--- src/rtl/slice_add_pkg.sv ---
// Shared definitions for the nibble-serial add/subtract sequencer.
package slice_add_pkg;

  localparam int SLICE_W    = 4;
  localparam int SLICE_LOG2 = 2;

  typedef enum logic [1:0] {
    IDLE = 2'd0,
    RUN  = 2'd1,
    DONE = 2'd2
  } state_t;

endpackage

--- src/rtl/slice_add4.sv ---
// Combinational 4-bit ripple-carry adder slice; also reports the carry into
// its top bit so the sequencer can derive signed overflow on the last slice.
module slice_add4
  import slice_add_pkg::*;
(
  input  logic [SLICE_W-1:0] a4,
  input  logic [SLICE_W-1:0] b4,
  input  logic               ci,
  output logic [SLICE_W-1:0] s4,
  output logic               co,
  output logic               c3
);

  logic [SLICE_W:0] c;

  always_comb begin
    s4   = '0;
    c    = '0;
    c[0] = ci;
    for (int i = 0; i < SLICE_W; i++) begin
      s4[i]  = a4[i] ^ b4[i] ^ c[i];
      c[i+1] = (a4[i] & b4[i]) | (c[i] & (a4[i] ^ b4[i]));
    end
  end

  assign co = c[SLICE_W];
  assign c3 = c[SLICE_W-1];

endmodule

--- src/rtl/slice_add_sequencer.sv ---
// WIDTH-bit add/subtract computed one nibble per clock through a single
// 4-bit adder slice, least-significant nibble first.
module slice_add_sequencer
  import slice_add_pkg::*;
#(
  parameter int WIDTH = 16
) (
  input  logic             clk,
  input  logic             rst_n,
  input  logic             start_valid,
  output logic             start_ready,
  input  logic [WIDTH-1:0] a,
  input  logic [WIDTH-1:0] b,
  input  logic             cin,
  input  logic             sub,
  output logic             res_valid,
  input  logic             res_ready,
  output logic [WIDTH-1:0] sum,
  output logic             cout,
  output logic             ovf,
  output logic             busy,
  output logic [1:0]       state_dbg
);

  // Handshakes: a transfer happens on a rising edge where valid and ready are
  // both high. start_ready is high only in IDLE; res_valid only in DONE, and
  // it stays high with sum/cout/ovf stable until res_ready is seen.

  localparam int NSLICE = WIDTH / SLICE_W;
  localparam int IDX_W  = (NSLICE > 1) ? $clog2(NSLICE) : 1;
  localparam int BASE_W = IDX_W + SLICE_LOG2;
  localparam logic [IDX_W-1:0] LAST_IDX = IDX_W'(NSLICE - 1);

  if (((WIDTH % SLICE_W) != 0) || (WIDTH < 8)) begin : g_width_check
    $error("slice_add_sequencer: WIDTH must be a multiple of 4 and >= 8");
  end

  state_t               state_q, state_d;
  logic [WIDTH-1:0]     a_q, b_q, sum_q;
  logic                 carry_q, cout_q, ovf_q;
  logic [IDX_W-1:0]     idx_q;
  logic [BASE_W-1:0]    bit_base;
  logic                 last_slice;
  logic                 capture, step;

  logic [SLICE_W-1:0]   s4;
  logic                 slice_co, slice_c3;

  assign last_slice = (idx_q == LAST_IDX);
  assign bit_base   = BASE_W'(idx_q) << SLICE_LOG2;

  slice_add4 u_slice (
    .a4 (a_q[bit_base +: SLICE_W]),
    .b4 (b_q[bit_base +: SLICE_W]),
    .ci (carry_q),
    .s4 (s4),
    .co (slice_co),
    .c3 (slice_c3)
  );

  always_ff @(posedge clk or negedge rst_n) begin
    if (!rst_n) state_q <= IDLE;
    else        state_q <= state_d;
  end

  always_comb begin
    state_d = state_q;
    case (state_q)
      IDLE:    if (start_valid) state_d = RUN;
      RUN:     if (last_slice)  state_d = DONE;
      DONE:    if (res_ready)   state_d = IDLE;
      default: state_d = IDLE;
    endcase
  end

  always_comb begin
    start_ready = 1'b0;
    res_valid   = 1'b0;
    busy        = 1'b0;
    capture     = 1'b0;
    step        = 1'b0;
    case (state_q)
      IDLE: begin
        start_ready = 1'b1;
        capture     = start_valid;
      end
      RUN: begin
        busy = 1'b1;
        step = 1'b1;
      end
      DONE: begin
        busy      = 1'b1;
        res_valid = 1'b1;
      end
      default: ;
    endcase
  end

  // Subtraction is a + ~b + ~cin, so the inversion happens once at capture
  // and the slice only ever adds.
  always_ff @(posedge clk or negedge rst_n) begin
    if (!rst_n) begin
      a_q     <= '0;
      b_q     <= '0;
      sum_q   <= '0;
      carry_q <= 1'b0;
      idx_q   <= '0;
      cout_q  <= 1'b0;
      ovf_q   <= 1'b0;
    end else if (capture) begin
      a_q     <= a;
      b_q     <= sub ? ~b : b;
      carry_q <= sub ? ~cin : cin;
      sum_q   <= '0;
      idx_q   <= '0;
    end else if (step) begin
      sum_q[bit_base +: SLICE_W] <= s4;
      carry_q                    <= slice_co;
      if (last_slice) begin
        cout_q <= slice_co;
        ovf_q  <= slice_c3 ^ slice_co;
      end else begin
        idx_q <= idx_q + 1'b1;
      end
    end
  end

  assign sum       = sum_q;
  assign cout      = cout_q;
  assign ovf       = ovf_q;
  assign state_dbg = state_q;

endmodule

--- config.mk ---
export PLATFORM = sky130hd
export DESIGN_NAME = slice_add_sequencer
export DESIGN_NICKNAME = d
export VERILOG_FILES = /design/src/rtl/slice_add_pkg.sv /design/src/rtl/slice_add4.sv /design/src/rtl/slice_add_sequencer.sv
export SDC_FILE = /design/constraint.sdc
export NUM_CORES = 1
export LEC_CHECK = 0
export CORE_MARGIN = 2
export CORE_UTILIZATION = 51
export CTS_CLUSTER_DIAMETER = 50
export DETAILED_ROUTE_END_ITERATION = 6
export PLACE_DENSITY = 0.8
export SLEW_MARGIN = 20
export SYNTH_ARGS = -nofsm -noshare
export SYNTH_HDL_FRONTEND = slang
export SYNTH_HIERARCHICAL = 1
export SYNTH_SLANG_ARGS = --single-unit
--- constraint.sdc ---
create_clock -name clk -period 4.2 [get_ports clk]
set_input_delay 0.84 -clock clk [delete_from_list [all_inputs] [get_ports clk]]
set_output_delay 0.84 -clock clk [all_outputs]
set_load 0.1 [all_outputs]
==> impl_metrics.toml, run 1 <==
[run_status]
status = "complete, no violations"

[sta]
fin_crit_sh_pct = 76.65
drv_slew = 0
fin_crit_ps = 3219
timing.hold.ws_ps = 480.8
fmax_mhz = 310.6
timing.slew.headroom_pct = 34.93
finalSetupViolCount = 0
skew_ps = 9.537
worst_pin_slew_ps = 973.1
finalSetupTns_ps = 0
finalHoldViolCount = 0
fin_ws_ps = 980.7
rsz0062_at_grt = "no"

[cts]
cts_resized = 0
cts-htree-levels = 2
cts-root-buf = "clkbuf_8"
cts_tree = "done"
insertion_delay_ps = 310
clock_path_buffers = 2
clk_pin_slew_ps = 100
clock_sinks = 55
holdBufCountCts = 0
postCtsSetupBuffers = 0
cts_made_buffers = 5

[yosys]
synth_seq_area_share_pct = 49.28
netlist.area_leader.share_pct = 49.28
async_flop_share_pct = 100.0
avgSynthCellArea_um2 = 10.54
synth_edf_count = 0
syn_area_um2 = 2793
yosys.area.top_type = "dfrtp_1"
synthTopCellsByCount = "83 x nand2_1, 55 x dfrtp_1, 21 x o21ai_0, 17 x xnor2_1, 14 x inv_1"
ys.flop_type = "dfrtp_1"
postSynthCellCount = 265
syn-num-nets = 316
synth_cell_type_count = 32
synth.area.top_cells = "dfrtp_1 49%, nand2_1 11%, xnor2_1 5.3%"
synth_seq_cells = 55
yosysMostFrequentCell = "nand2_1"
ys_warn_count = 6

[worst_setup_path]
startpoint = "state_dbg[0]"
critPathMaxFanout = 8
worstPathArrival_ps = 2380
worstSetupEndpointType = "output pin"
critPathKind = "reg2out"
start_kind = "flip-flop"
r2r-start = "idx_q[0]"
reg2reg_slack_ps = 1150
crit_required_ps = 3360

[drt]
drtAntennaViolNets = 0
post_drt_wl_per_cell_um = 13.85
num_vias = 2008
drc = 0
totalWireLength_um = 5443
via_per_inst = 5.109
first_pass_iters = 4
drt_iter0_drc = 88

[finish]
diodes = 0
fin_nets = 373
syn_to_final_growth_pct = 26.93
final_cells = 393
fill_cells = 432
drive_gt1_share_pct = 8.978
final_core_util_pct = 68.10
final_area_um2 = 3545

[die]
num_rows = 26
die-area_um2 = 6084
start_util_pct = 53.65
die_x_um = 78
io_pins = 61
die_h_um = 78
core_area_um2 = 5205

[pwr]
power.leakage_nw = 1.605
irDropWorstVdd_mv = 0.5760
p_per_area_nw_per_um2 = 835.2
total_power_mw = 2.960

[placed_design]
hpwl_um = 4095
port_buffers = 60
post-place-ws_ps = 1126
place_inst = 385
place_area_um2 = 3423
place.gp.congestion = 0.7715

[grt]
grt_pass1_vias = 2018
grt_pass1_wl_um = 9432
grt_max_degree = 56
overflow = 0
antenna_found_initial = 0
grt_usage_pct = 19.53

[hold_path]
min_path_type = "reg2reg"
min_from = "a_q[13]"

[flow_run]
maxCapViolCount = 0
where the power goes:
| group | total, mW | switching [mW] | internal, mW |
|---|---|---|---|
| sequential | 0.863 | 0.129 | 0.735 |
| clock | 0.372 | 0.175 | 0.196 |
| combinational | 1.73 | 1.15 | 0.576 |
cell type report:
type                    count  area, um^2  share of cell area [%]
multi-input cells         183        1289                   36.36
clock buffers               6       82.58                   2.330
inverters                  14       52.55                   1.483
well taps                  70       87.58                   2.471
flip-flops and latches     55        1376                   38.83
repair buffers             63       618.1                   17.44
clock inverters             2       38.79                   1.094
registers in the layout, summed over array words and instances (netlist names):
register / cells
a_q: 16
b_q: 16
carry_q: 1
cout: 1
idx_q: 2
ovf: 1
state_dbg: 2
sum: 16
per-layer routing:
metal / part of all wire, % / vias up / GRT usage [%]
met5: 0 / - / 0
met4: 0.97 / 0 / 7.018
met3: 4.6 / 4 / 3.488
met2: 49 / 56 / 31.55
met1: 45 / 955 / 26.66
li1: - / 993 / -
critical path, cell delays in order, from the launching register on:
cell             delay [ps]
dfrtp_1                 420
inv_1                   120
ha_1                    350
clkdlybuf4s50_1        1190
final timing paths:
| kind | end | cells past startpoint |
|---|---|---|
| max in group asynchronous | sum[11] | 2 |
| setup / recovery | start_ready | 3 |
| min in group asynchronous | sum[8] | 2 |
| hold / removal | a_q[13] | 2 |
| setup reg to reg | ovf | 10 |
| hold reg to reg | a_q[13] | 2 |
cells in the final DEF (no fill, tap or decap), drive strengths merged, types with 8 or more instances in the layout:
master          n
inv            15
nand2          83
dfrtp          55
mux4            8
o21ai          25
ha              9
nor2            8
clkdlybuf4s50  59
xnor2          17
cell families (layout without fill, tap and decap cells):
kind of cell / Yosys count / in the layout / share of synthesized area, %
adder cells (fa/ha/maj): 13 / 13 / 6.900
XOR/XNOR: 19 / 19 / 5.959
AO/OA/AOI/OAI: 39 / 39 / 8.870
flip-flops: 55 / 55 / 49.28
multiplexers: 14 / 14 / 9.319
buffers and inverters: 27 / 85 / 4.570
AND/OR/NAND/NOR: 98 / 98 / 15.10
(Power assumes the default switching activity.)
==> inputs of run 2 (changes only) <==
Clock period 4.2 ns to 3.03 ns, I/O delays scaled along.
==> run 2 against run 1 <==
  * Cell area is 0.21% lower
  * Clock-buffer cell count did not move
  * Clock power is 51% higher
  * Via count grew 0.80%
  * Routed wire length grew 2.7%
  * Sequential power grew 40%
  * Sequential share of layout area grew 0.12 points
  * Clock skew decreased by 4.9 ps
  * Cell count increased by 1.3%
  * Combinational power up 38%
  * Critical endpoint is now ovf
==> impl_metrics.toml, run 2 (synthesized netlist as in run 1, its figures left out) <==
[worst_setup_path]
cpLargestDelayFamily = "adder cells"
reg2regPathDepth = 9
worstPathCellList = "mux4_1 > fa_1 > inv_1 > fa_1 > fa_1 > inv_1 > fa_1 > xor2_1 > mux2_4"
cp_num_buf_inv = 2
startpoint = "idx_q[0]"
crit_top_cell = "fa_1"
critical_path_depth = 9
worstSetupEndpointType = "flip-flop"
cp_slowest_cell = "mux4_1"
crit_required_ps = 3230
critPathMaxFanout = 4
cpPeakStageDelay_ps = 590
r2r-start = "idx_q[0]"
start_kind = "flip-flop"
critPathKind = "reg2reg"
worstPathArrival_ps = 3150

[cts]
cts_tree = "done"
cts_made_buffers = 5
cts-htree-levels = 2
cts-root-buf = "clkbuf_8"
clock_sinks = 55
clock_path_buffers = 2
insertion_delay_ps = 310
clk_pin_slew_ps = 90

[finish]
fill_cells = 405
layout.cells.most_common = "nand2_1"
syn_to_final_growth_pct = 26.66
drive_gt1_share_pct = 17.38
layout_common_cells = "83 x nand2_1, 54 x dfrtp_1, 36 x clkdlybuf4s50_1"
fin_nets = 378
multi_input_area_um2 = 1289
diodes = 0
seq_area_um2 = 1378
final_core_util_pct = 67.96

[drt]
post_drt_wl_per_cell_um = 14.05
totalWireLength_um = 5590
via_per_inst = 5.085
drt_iter0_drc = 94
drc = 0
num_vias = 2024
drtAntennaViolNets = 0
first_pass_iters = 4

[grt]
grt_pass1_vias = 2014
grt_max_degree = 51
grt_usage_pct = 20.04
overflow = 0
grt_pass1_wl_um = 9480
antenna_found_initial = 0

[sta]
fin_crit_ps = 2956
worst_pin_slew_ps = 455.6
timing.slew.headroom_pct = 69.63
finalSetupViolCount = 0
skew_ps = 4.654
fin_ws_ps = 73.91
finalHoldViolCount = 0
fin_crit_sh_pct = 97.56
drv_slew = 0
fmax_mhz = 338.3
rsz0062_at_grt = "no"
finalSetupTns_ps = 0

[run_status]
status = "complete, no violations"

[placed_design]
hpwl_um = 4182
port_buffers = 60
place.gp.congestion = 0.8252
post-place-ws_ps = 85.88

[die]
io_pins = 61
die_h_um = 78
start_util_pct = 53.65
core_area_um2 = 5205
num_rows = 26
die-area_um2 = 6084
die_x_um = 78

[hold_path]
min_path_type = "in2async"

[pwr]
p_per_area_nw_per_um2 = 1176
power.leakage_nw = 1.674
irDropWorstVdd_mv = 0.8584

[flow_run]
maxCapViolCount = 0
## run 2: final cells by class
type	instances	share of cell area (%)
clock buffers	6	2.052
clock inverters	2	1.698
inverters	14	1.486
well taps	70	2.476
repair buffers	68	16.91
multi-input cells	183	36.43
flip-flops and latches	55	38.95
## run 2: final timing paths
| path | slack, ps | to |
|---|---|---|
| worst max register to register | 70 | ovf |
| worst min register to register | 490 | a_q[11] |
| worst max-delay path | 70 | ovf |
| min in group clk | 490 | a_q[11] |
| worst min-delay path | 280 | sum[8] |
| max in group asynchronous | 2440 | idx_q[0] |
## run 2: metrics by stage
| step | power (mW) | std cells | instance area (um^2) | hold slack, ps |
|---|---|---|---|---|
| after global routing | 4.429 | 398 | 3537 | 316.0 |
| final | 4.161 | 398 | 3537 | 285.0 |
| after CTS | 4.162 | 397 | 3528 | 298.2 |
| after detailed placement | 3.600 | 389 | 3396 | 462.1 |
| after floorplan | 3.020 | 265 | 2793 | 310.4 |
| after global placement | 3.519 | 389 | 3396 | 453.9 |
## run 2: power by group
| part | internal (mW) | total (mW) | switching, mW |
|---|---|---|---|
| registers | 1.02 | 1.21 | 0.189 |
| clock network | 0.330 | 0.560 | 0.230 |
| logic | 0.787 | 2.39 | 1.61 |
| total | 2.14 | 4.16 | 2.02 |
## run 2: timing repair
item	4_1_cts	5_1_grt
endpoints found under the setup margin	0	2
hold buffers	0	0
buffers inserted	0	1
gates resized for setup	0	1
## run 2: metal layers
metal | vias to the layer above | global-route usage (%) | routed length (um) | part of all wire, %
met1 | 955 | 26.53 | 2487 | 44
li1 | 999 | - | - | -
met4 | 0 | 7.719 | 101 | 1.8
met2 | 57 | 32.59 | 2711 | 48
met3 | 13 | 4.186 | 289 | 5.2
met5 | - | 0 | 0 | 0
==> inputs of run 3 (changes only) <==
Settings changed: CORE_MARGIN 2 to not set, SKIP_LAST_GASP set to 1, SLEW_MARGIN 20 to not set.
==> run 3 against run 2 <==
  * Routed wire length fell by 3.0%
  * Sequential share of layout area rose by 0.59 points
  * Setup slack improved by 88 ps
  * Utilization fell by 1.0 points
  * Non-clock buffer count fell by 1
  * Cell count fell by 0.25%
  * Flip-flop and latch count did not move
  * Clock skew rose by 3.0 ps
  * Critical path type unchanged
  * Largest power group unchanged
==> impl_metrics.toml, run 3 (synthesized netlist as in run 1, its figures left out) <==
[sta]
timing.slew.headroom_pct = 70.58
rsz0062_at_grt = "no"
fin_crit_sh_pct = 94.66
drv_slew = 0
fin_ws_ps = 161.8
fmax_mhz = 348.7
worst_pin_slew_ps = 441.3
fin_crit_ps = 2868
finalSetupViolCount = 0
finalHoldViolCount = 0
skew_ps = 7.643
finalSetupTns_ps = 0

[drt]
via_per_inst = 5.025
drc = 0
num_vias = 1995
totalWireLength_um = 5420
post_drt_wl_per_cell_um = 13.65
met2_length_um = 2641
wl_met1_um = 2483
drt_iter0_drc = 90
wl_met3_um = 224
drtAntennaViolNets = 0
first_pass_iters = 4
maxUsedRoutingLayer = "met4"

[die]
io_pins = 61
die_h_um = 76
start_util_pct = 53.65
die-area_um2 = 5776
core_area_um2 = 5205
num_rows = 26
die_x_um = 76

[worst_setup_path]
regToRegEndpoint = "ovf"
r2r-start = "idx_q[1]"
reg2reg_slack_ps = 160
worstPathArrival_ps = 3080
startpoint = "idx_q[1]"
critPathMaxFanout = 10
worstSetupEndpointType = "flip-flop"
critPathKind = "reg2reg"
reg2regPathDepth = 9
start_kind = "flip-flop"
crit_required_ps = 3240

[placed_design]
place.gp.congestion = 0.8154
port_buffers = 60
hpwl_um = 4035
post-place-ws_ps = 73.98

[grt]
grt_pass1_vias = 2068
antenna_found_initial = 0
grt_pass1_wl_um = 9618
overflow = 0
grt_max_degree = 51
grt_usage_pct = 21.07

[cts]
cts-root-buf = "clkbuf_8"
clk_pin_slew_ps = 100
cts-htree-levels = 2
cts_made_buffers = 5
clock_sinks = 55
cts_resized = 0
clock_path_buffers = 2
holdBufCountCts = 0
postCtsSetupBuffers = 0
cts_tree = "done"
insertion_delay_ps = 310

[pwr]
power.leakage_nw = 1.648
irDropWorstVdd_mv = 0.7670
p_per_area_nw_per_um2 = 1149

[flow_run]
maxCapViolCount = 0

[finish]
fill_cells = 442
seq_area_um2 = 1378
syn_to_final_growth_pct = 24.78
layout.cells.most_common = "nand2_1"
multi_input_area_um2 = 1285
layout_common_cells = "83 x nand2_1, 54 x dfrtp_1, 36 x clkdlybuf4s50_1"
drive_gt1_share_pct = 17.74
diodes = 0
fin_nets = 377

[hold_path]
min_path_type = "in2async"

[run_status]
status = "complete, no violations"
[run 3: stage by stage]
stage | hold WS, ps | utilization [%] | area [um^2] | total power, mW | cells
2_1_floorplan | 310.4 | - | 2793 | 3.020 | 265
3_3_place_gp | 455.5 | 65.24 | 3396 | 3.520 | 389
3_5_place_dp | 460.9 | 65.24 | 3396 | 3.586 | 389
4_1_cts | 294.3 | 67.00 | 3487 | 4.005 | 397
5_1_grt | 301.2 | 66.95 | 3485 | 4.278 | 397
6_report | 286.6 | 66.95 | 3485 | 4.004 | 397
[run 3: worst max-delay path, cell delays in order (launching register included)]
cell,delay [ps]
dfrtp_1,580
mux4_2,390
fa_1,440
inv_1,80
fa_1,170
fa_1,170
inv_1,70
fa_1,430
xor2_1,190
mux2_4,260
[run 3: how the worst max path moves through the flow]
stage	depth (start not counted)	slack, ps	end
floorplan	10	90	ovf
global placement	9	160	ovf
detailed placement	9	70	ovf
CTS	9	60	ovf
global route	9	40	ovf
finish	9	160	ovf
[run 3: area by class of cell]
type,instances,area share [%]
inverter,14,1.508
timing repair buffer,67,16.95
multi-input combinational,183,36.88
clock buffer,5,1.975
clock inverter,3,0.6463
sequential,55,39.53
tap,70,2.513
[run 3: metal layers]
layer	GRT usage, %	up-vias
met3	4.192	6
met4	6.154	0
met2	35.45	53
li1	-	991
met1	27.84	945
met5	0	-
[run 3: report_power, final]
part	internal [mW]	total (mW)	switching [mW]
clock network	0.168	0.420	0.252
logic	0.777	2.38	1.60
registers	1.02	1.20	0.184
total	1.97	4.00	2.04
